File: config.mk
export PLATFORM = sky130hd
export DESIGN_NAME = serial_adder_ctrl
export DESIGN_NICKNAME = d
export VERILOG_FILES = /design/src/rtl/serial_adder_ctrl.sv
export SDC_FILE = /design/constraint.sdc
export NUM_CORES = 1
export LEC_CHECK = 0
export CORE_ASPECT_RATIO = 0.75
export CORE_UTILIZATION = 35
export CTS_CLUSTER_DIAMETER = 50
export CTS_CLUSTER_SIZE = 30
export DETAILED_ROUTE_END_ITERATION = 7
export PLACE_DENSITY_LB_ADDON = 0.2
export RECOVER_POWER = 50
export SETUP_SLACK_MARGIN = 0.1
export SYNTH_ARGS = -nofsm -noshare
export SYNTH_HDL_FRONTEND = slang
export SYNTH_SLANG_ARGS = --single-unit
File: constraint.sdc
create_clock -name clk -period 1.5 [get_ports clk]
set_input_delay 0.45 -clock clk [delete_from_list [all_inputs] [get_ports clk]]
set_output_delay 0.45 -clock clk [all_outputs]
set_load 0.02 [all_outputs]
File: src/rtl/serial_adder_ctrl.sv
// serial_adder_ctrl: bit-serial adder sequencer around a single full-adder cell.
// It processes one bit per clock, LSB first, and keeps the carry in a register
// between cycles. The block returns the WIDTH-bit sum and the carry-out with a
// one-cycle done pulse.
module serial_adder_ctrl #(
  parameter int WIDTH = 8
) (
  input  logic             clk,
  input  logic             rst_n,
  input  logic             start,
  input  logic [WIDTH-1:0] a,
  input  logic [WIDTH-1:0] b,
  input  logic             cin,
  output logic             busy,
  output logic             done,
  output logic [WIDTH-1:0] sum,
  output logic             cout
);

  // The counter needs at least one bit so that WIDTH=1 still elaborates.
  localparam int CNT_W = (WIDTH > 1) ? $clog2(WIDTH) : 1;
  localparam logic [CNT_W-1:0] LAST_BIT = CNT_W'(WIDTH - 1);

  typedef enum logic [1:0] {
    IDLE = 2'd0,
    RUN  = 2'd1,
    DONE = 2'd2
  } state_e;

  state_e             state_q, state_d;
  logic [WIDTH-1:0]   opa_q, opa_d;
  logic [WIDTH-1:0]   opb_q, opb_d;
  logic [WIDTH-1:0]   acc_q, acc_d;
  logic [WIDTH-1:0]   sum_q, sum_d;
  logic               carry_q, carry_d;
  logic               cout_q, cout_d;
  logic [CNT_W-1:0]   bitcnt_q, bitcnt_d;

  logic               cell_s;
  logic               cell_c;
  logic               accept;
  logic [WIDTH-1:0]   acc_shifted;

  // The one-bit full-adder cell, fed from the operand LSBs and the held carry.
  assign cell_s = opa_q[0] ^ opb_q[0] ^ carry_q;
  assign cell_c = (opa_q[0] & opb_q[0]) | ((opa_q[0] ^ opb_q[0]) & carry_q);

  // A new request is taken only from IDLE or DONE. A start seen during RUN is dropped.
  assign accept = start && ((state_q == IDLE) || (state_q == DONE));

  // Shift the new sum bit in at the MSB. Written this way, WIDTH=1 needs no special case.
  always_comb begin
    acc_shifted            = acc_q >> 1;
    acc_shifted[WIDTH-1]   = cell_s;
  end

  // Next-state logic: operand load on accept, one bit per RUN cycle, result capture on the last bit.
  always_comb begin
    // NOTE: every signal assigned here gets a default first so no path leaves it unassigned (no latch).
    state_d  = state_q;
    opa_d    = opa_q;
    opb_d    = opb_q;
    acc_d    = acc_q;
    sum_d    = sum_q;
    carry_d  = carry_q;
    cout_d   = cout_q;
    bitcnt_d = bitcnt_q;

    if (accept) begin
      opa_d    = a;
      opb_d    = b;
      carry_d  = cin;
      bitcnt_d = '0;
      state_d  = RUN;
    end else begin
      unique case (state_q)
        IDLE: state_d = IDLE;
        RUN: begin
          acc_d    = acc_shifted;
          opa_d    = opa_q >> 1;
          opb_d    = opb_q >> 1;
          carry_d  = cell_c;
          bitcnt_d = bitcnt_q + CNT_W'(1);
          if (bitcnt_q == LAST_BIT) begin
            sum_d   = acc_shifted;
            cout_d  = cell_c;
            state_d = DONE;
          end
        end
        DONE:    state_d = IDLE;
        default: state_d = IDLE;
      endcase
    end
  end

  // State and datapath registers with synchronous active-low reset.
  always_ff @(posedge clk) begin
    // NOTE: sequential state uses non-blocking (<=) so all flops update together at the edge.
    if (!rst_n) begin
      state_q  <= IDLE;
      opa_q    <= '0;
      opb_q    <= '0;
      acc_q    <= '0;
      sum_q    <= '0;
      carry_q  <= 1'b0;
      cout_q   <= 1'b0;
      bitcnt_q <= '0;
    end else begin
      state_q  <= state_d;
      opa_q    <= opa_d;
      opb_q    <= opb_d;
      acc_q    <= acc_d;
      sum_q    <= sum_d;
      carry_q  <= carry_d;
      cout_q   <= cout_d;
      bitcnt_q <= bitcnt_d;
    end
  end

  assign busy = (state_q == RUN);
  assign done = (state_q == DONE);
  assign sum  = sum_q;
  assign cout = cout_q;

endmodule

==> flow_metrics.env <==
export IMPL_io_pin_count=31
export IMPL_clock_tree_buffer_depth=2
export IMPL_synth_area_leaders="dfxtp_1 49%, nand2_1 11%, a21boi_1 6.3%"
export IMPL_drive_above_1_share=0.130
export IMPL_postSynthNetCount=202
export IMPL_relSlewSlack=0.740
export IMPL_setup_tns_final_ns=0
export IMPL_ant_nets_after_route=0
export IMPL_hp_class="reg -> reg"
export IMPL_clock_skew_ns=0.00632
export IMPL_n_antenna_cell=0
export IMPL_worst_hold_slack_ns=0.453
export IMPL_path_class="reg -> out"
export IMPL_cp_slowest_cell="dfxtp_2"
export IMPL_setup_worst_path_end_class="output pin"
export IMPL_cts_clk_slew_worst_paths_ns=0.08
export IMPL_worst_ep_arrival_time_ns=0.97
export IMPL_timing_critical_path_mode_cell="buf_6"
export IMPL_critical_path_max_stage_delay_ns=0.34
export IMPL_vias_in_the_first_global_route=1210
export IMPL_critical_path_startpoint="state_q[0]$_SDFFE_PN0P_"
export IMPL_floorplan_initialDensity=0.376
export IMPL_fin_total_pwr_mw=2.43
export IMPL_busiest_layer="met2"
export IMPL_floorplan_die_area_sq_um=4740
export IMPL_clock_root_buffer="clkbuf_8"
export IMPL_layout_filler_cells=422
export IMPL_vdd_ir_drop_worst_v=0.000788
export IMPL_drc=0
export IMPL_total_vias_in_the_final_route=1339
export IMPL_core_rowCount=20
export IMPL_grt_max_degree=36
export IMPL_placeableCoreArea_sq_um=4150
export IMPL_global_route_overflow_total=0
export IMPL_synth_enable_flop_cells=0
export IMPL_yosys_top_cells_count="45 x nand2_1, 38 x dfxtp_1, 13 x a21boi_1"
export IMPL_synth_area_per_cell_sq_um=8.72
export IMPL_leakage_nw=0.749
export IMPL_global_route_wire_length_before_repair_um=5730
export IMPL_synth_compound_area_share=0.199
export IMPL_critical_path_reg2reg_startpoint="bitcnt_q[0]$_SDFFE_PP0P_"
export IMPL_fin_crit_ns=1.42
export IMPL_detail_route_iter0_violations=80
export IMPL_die_w_um=79.1
export IMPL_grt_util_met3=0.0565
export IMPL_setup_viol_count_final=0
export IMPL_die_h_um=59.8
export IMPL_met2_usage=0.243
export IMPL_power_density_cell_area_nw_per_um2=1170
export IMPL_globalplace_congestion=0.704
export IMPL_clock_latency_ns=0.29
export IMPL_share_of_async_settable_or_async_resettable_flops_after_synthesis=0
export IMPL_yosys_area_share_simple=0.212
export IMPL_stdcell_count=270
export IMPL_grt_antenna_before_repair=0
export IMPL_rsz0062_at_grt="yes"
export IMPL_synth_seq_cells=38
export IMPL_via_per_inst=4.96
export IMPL_hold_buffers=0
export IMPL_final_net_count=237
export IMPL_post_synth_top_count_cell="nand2_1"
export IMPL_critical_path_cell_by_cell="buf_6 > nor2b_4 > buf_6"
export IMPL_detailedPlacementHpwl_um=2230
export IMPL_fmax_mhz=702
export IMPL_max_slew_worst_pin_slew_ns=0.389
export IMPL_cell_taking_the_most_area_after_synthesis="dfxtp_1"
export IMPL_crit_fanout=2
export IMPL_min_delay_start="opa_q[7]$_SDFFE_PN0P_"
export IMPL_yosysWarnings=0
export IMPL_timing_hold_violations_final=0
export IMPL_clkSinkCount=38
export IMPL_final_critical_path_share_of_the_clock_period=0.950
export IMPL_synthXorXnorAreaFrac=0.00561
export IMPL_synth_top_area_frac=0.487
export IMPL_top_ff_cell_synth="dfxtp_1"
export IMPL_cap_viol_max_count=0
export IMPL_syn2layout_area_growth_pct=32.8
export IMPL_netlist_cell_type_count=26
export IMPL_synth_yosys_seq_area_share=0.487
export IMPL_drt_total_wl_um=3420
export IMPL_wl_per_cell_um=12.7
export IMPL_synthesis_instances=179
export IMPL_post_synth_instance_area_sq_um=1560
export IMPL_crit_required_ns=1.05
export IMPL_ctsHtreeMaxLevel=2
export IMPL_place_port_buffers=30
export IMPL_post_synth_fa_ha_maj_area_fraction=0.0288
export IMPL_cts_inserted_buffers=5
export IMPL_slew_viol_final=0
export IMPL_global_route_track_usage_on_met1=0.210
export IMPL_synth_top_family_by_area="simple AND/OR/NAND/NOR gates"
export IMPL_grtUsageTotal=0.160
export IMPL_synth_area_mux_share=0
export IMPL_tritoncts="built"
export IMPL_drt_pass1_iterations=4
export IMPL_placed_cells_incl_taps=261
export IMPL_run_status="completed"
export IMPL_timing_critical_path_from_type="flop"
==> cell families after synthesis <==
family	count (synthesis)
and+or+nand+nor	77
AOI/OAI and AO/OA	45
DFF	38
buffers and inverters	15
adders and majority gates	3
xor gates and xnor gates	1
==> critical path: cells and delay by family (launching register included) <==
| kind | cells | cell delay (ns) |
|---|---|---|
| buffers and inverters | 2 | 0.24 |
| flip-flops | 1 | 0.34 |
| AND/OR/NAND/NOR | 1 | 0.10 |
==> per-stage QoR <==
| stage | area [sq um] | setup WS [ns] | utilization |
|---|---|---|---|
| 5_1_grt | 2070 | 0.0376 | 0.499 |
| 4_1_cts | 2100 | 0.0191 | 0.506 |
| 6_report | 2070 | 0.0757 | 0.499 |
| 2_1_floorplan | 1560 | 0.245 | - |
| 3_5_place_dp | 1940 | -0.121 | 0.467 |
| 3_3_place_gp | 1940 | -0.122 | 0.467 |
==> per-layer routing <==
metal	vias up	part of all wire
met5	-	0
met4	0	0.014
met3	7	0.066
met2	32	0.44
met1	617	0.48
li1	683	-
==> flip-flops by register name, indices dropped and copies added (netlist names) <==
| register | cells |
|---|---|
| bitcnt_q | 3 |
| cout | 1 |
| state_q | 2 |
| opb_q | 8 |
| carry_q | 1 |
| opa_q | 8 |
| sum | 8 |
| acc_q | 7 |
==> layout make-up <==
| class | count | area (sq um) | area share |
|---|---|---|---|
| timing repair buffer | 42 | 380 | 0.183 |
| multi-input combinational | 126 | 709 | 0.342 |
| tap | 55 | 68.8 | 0.0332 |
| inverter | 1 | 8.76 | 0.00422 |
| sequential | 38 | 763 | 0.368 |
| clock buffer | 6 | 82.6 | 0.0398 |
| clock inverter | 2 | 60.1 | 0.0290 |
==> report_power, final <==
part	leakage (nW)	switching, mW	internal [mW]
clock network	0.0714	0.360	0.709
logic	0.367	0.137	0.136
registers	0.311	0.0302	1.06
total	0.749	0.526	1.90
==> path summary, 6_finish.rpt <==
kind                                                end  slack (ns)  cells past startpoint
worst max-delay path                               done        0.08                      3
worst min-delay path              opa_q[7]$_SDFFE_PN0P_        0.45                      2
worst max register to register  state_q[0]$_SDFFE_PN0P_        0.20                      5
worst min register to register    opa_q[7]$_SDFFE_PN0P_        0.45                      2
==> what timing repair did <==
action                     4_1_cts  5_1_grt
setup buffers                    1        0
pin swaps                        1        0
setup endpoints to repair       12       14
gates resized for setup         30       16
==> placed cells by master (no fill, tap or decap) <==
cell type	netlist	layout
and2_1	1	1
buf_12	0	3
o21ai_1	1	1
nor2b_1	2	1
clkdlybuf4s15_2	0	1
nand2_1	45	45
fa_1	1	1
a21boi_0	6	12
nor3_1	6	6
nor2b_4	0	1
o221ai_1	6	6
nand3_1	12	12
nand2b_1	2	1
xnor2_1	1	1
clkbuf_1	4	8
clkbuf_4	0	1
dfxtp_1	38	36
nor2_1	7	7
inv_6	1	1
buf_4	3	5
and3_1	1	1
nand3b_1	1	1
ha_1	2	2
a21boi_1	13	7
o21ai_0	6	6
buf_6	4	3
dfxtp_2	0	2
a21oi_1	4	4
clkbuf_2	0	2
a31oi_1	6	6
nand2b_4	0	1
a22oi_1	3	3
clkbuf_8	0	6
clkdlybuf4s50_1	0	19
bufinv_16	0	2
Note: power is estimated with default switching activity, not from simulation.
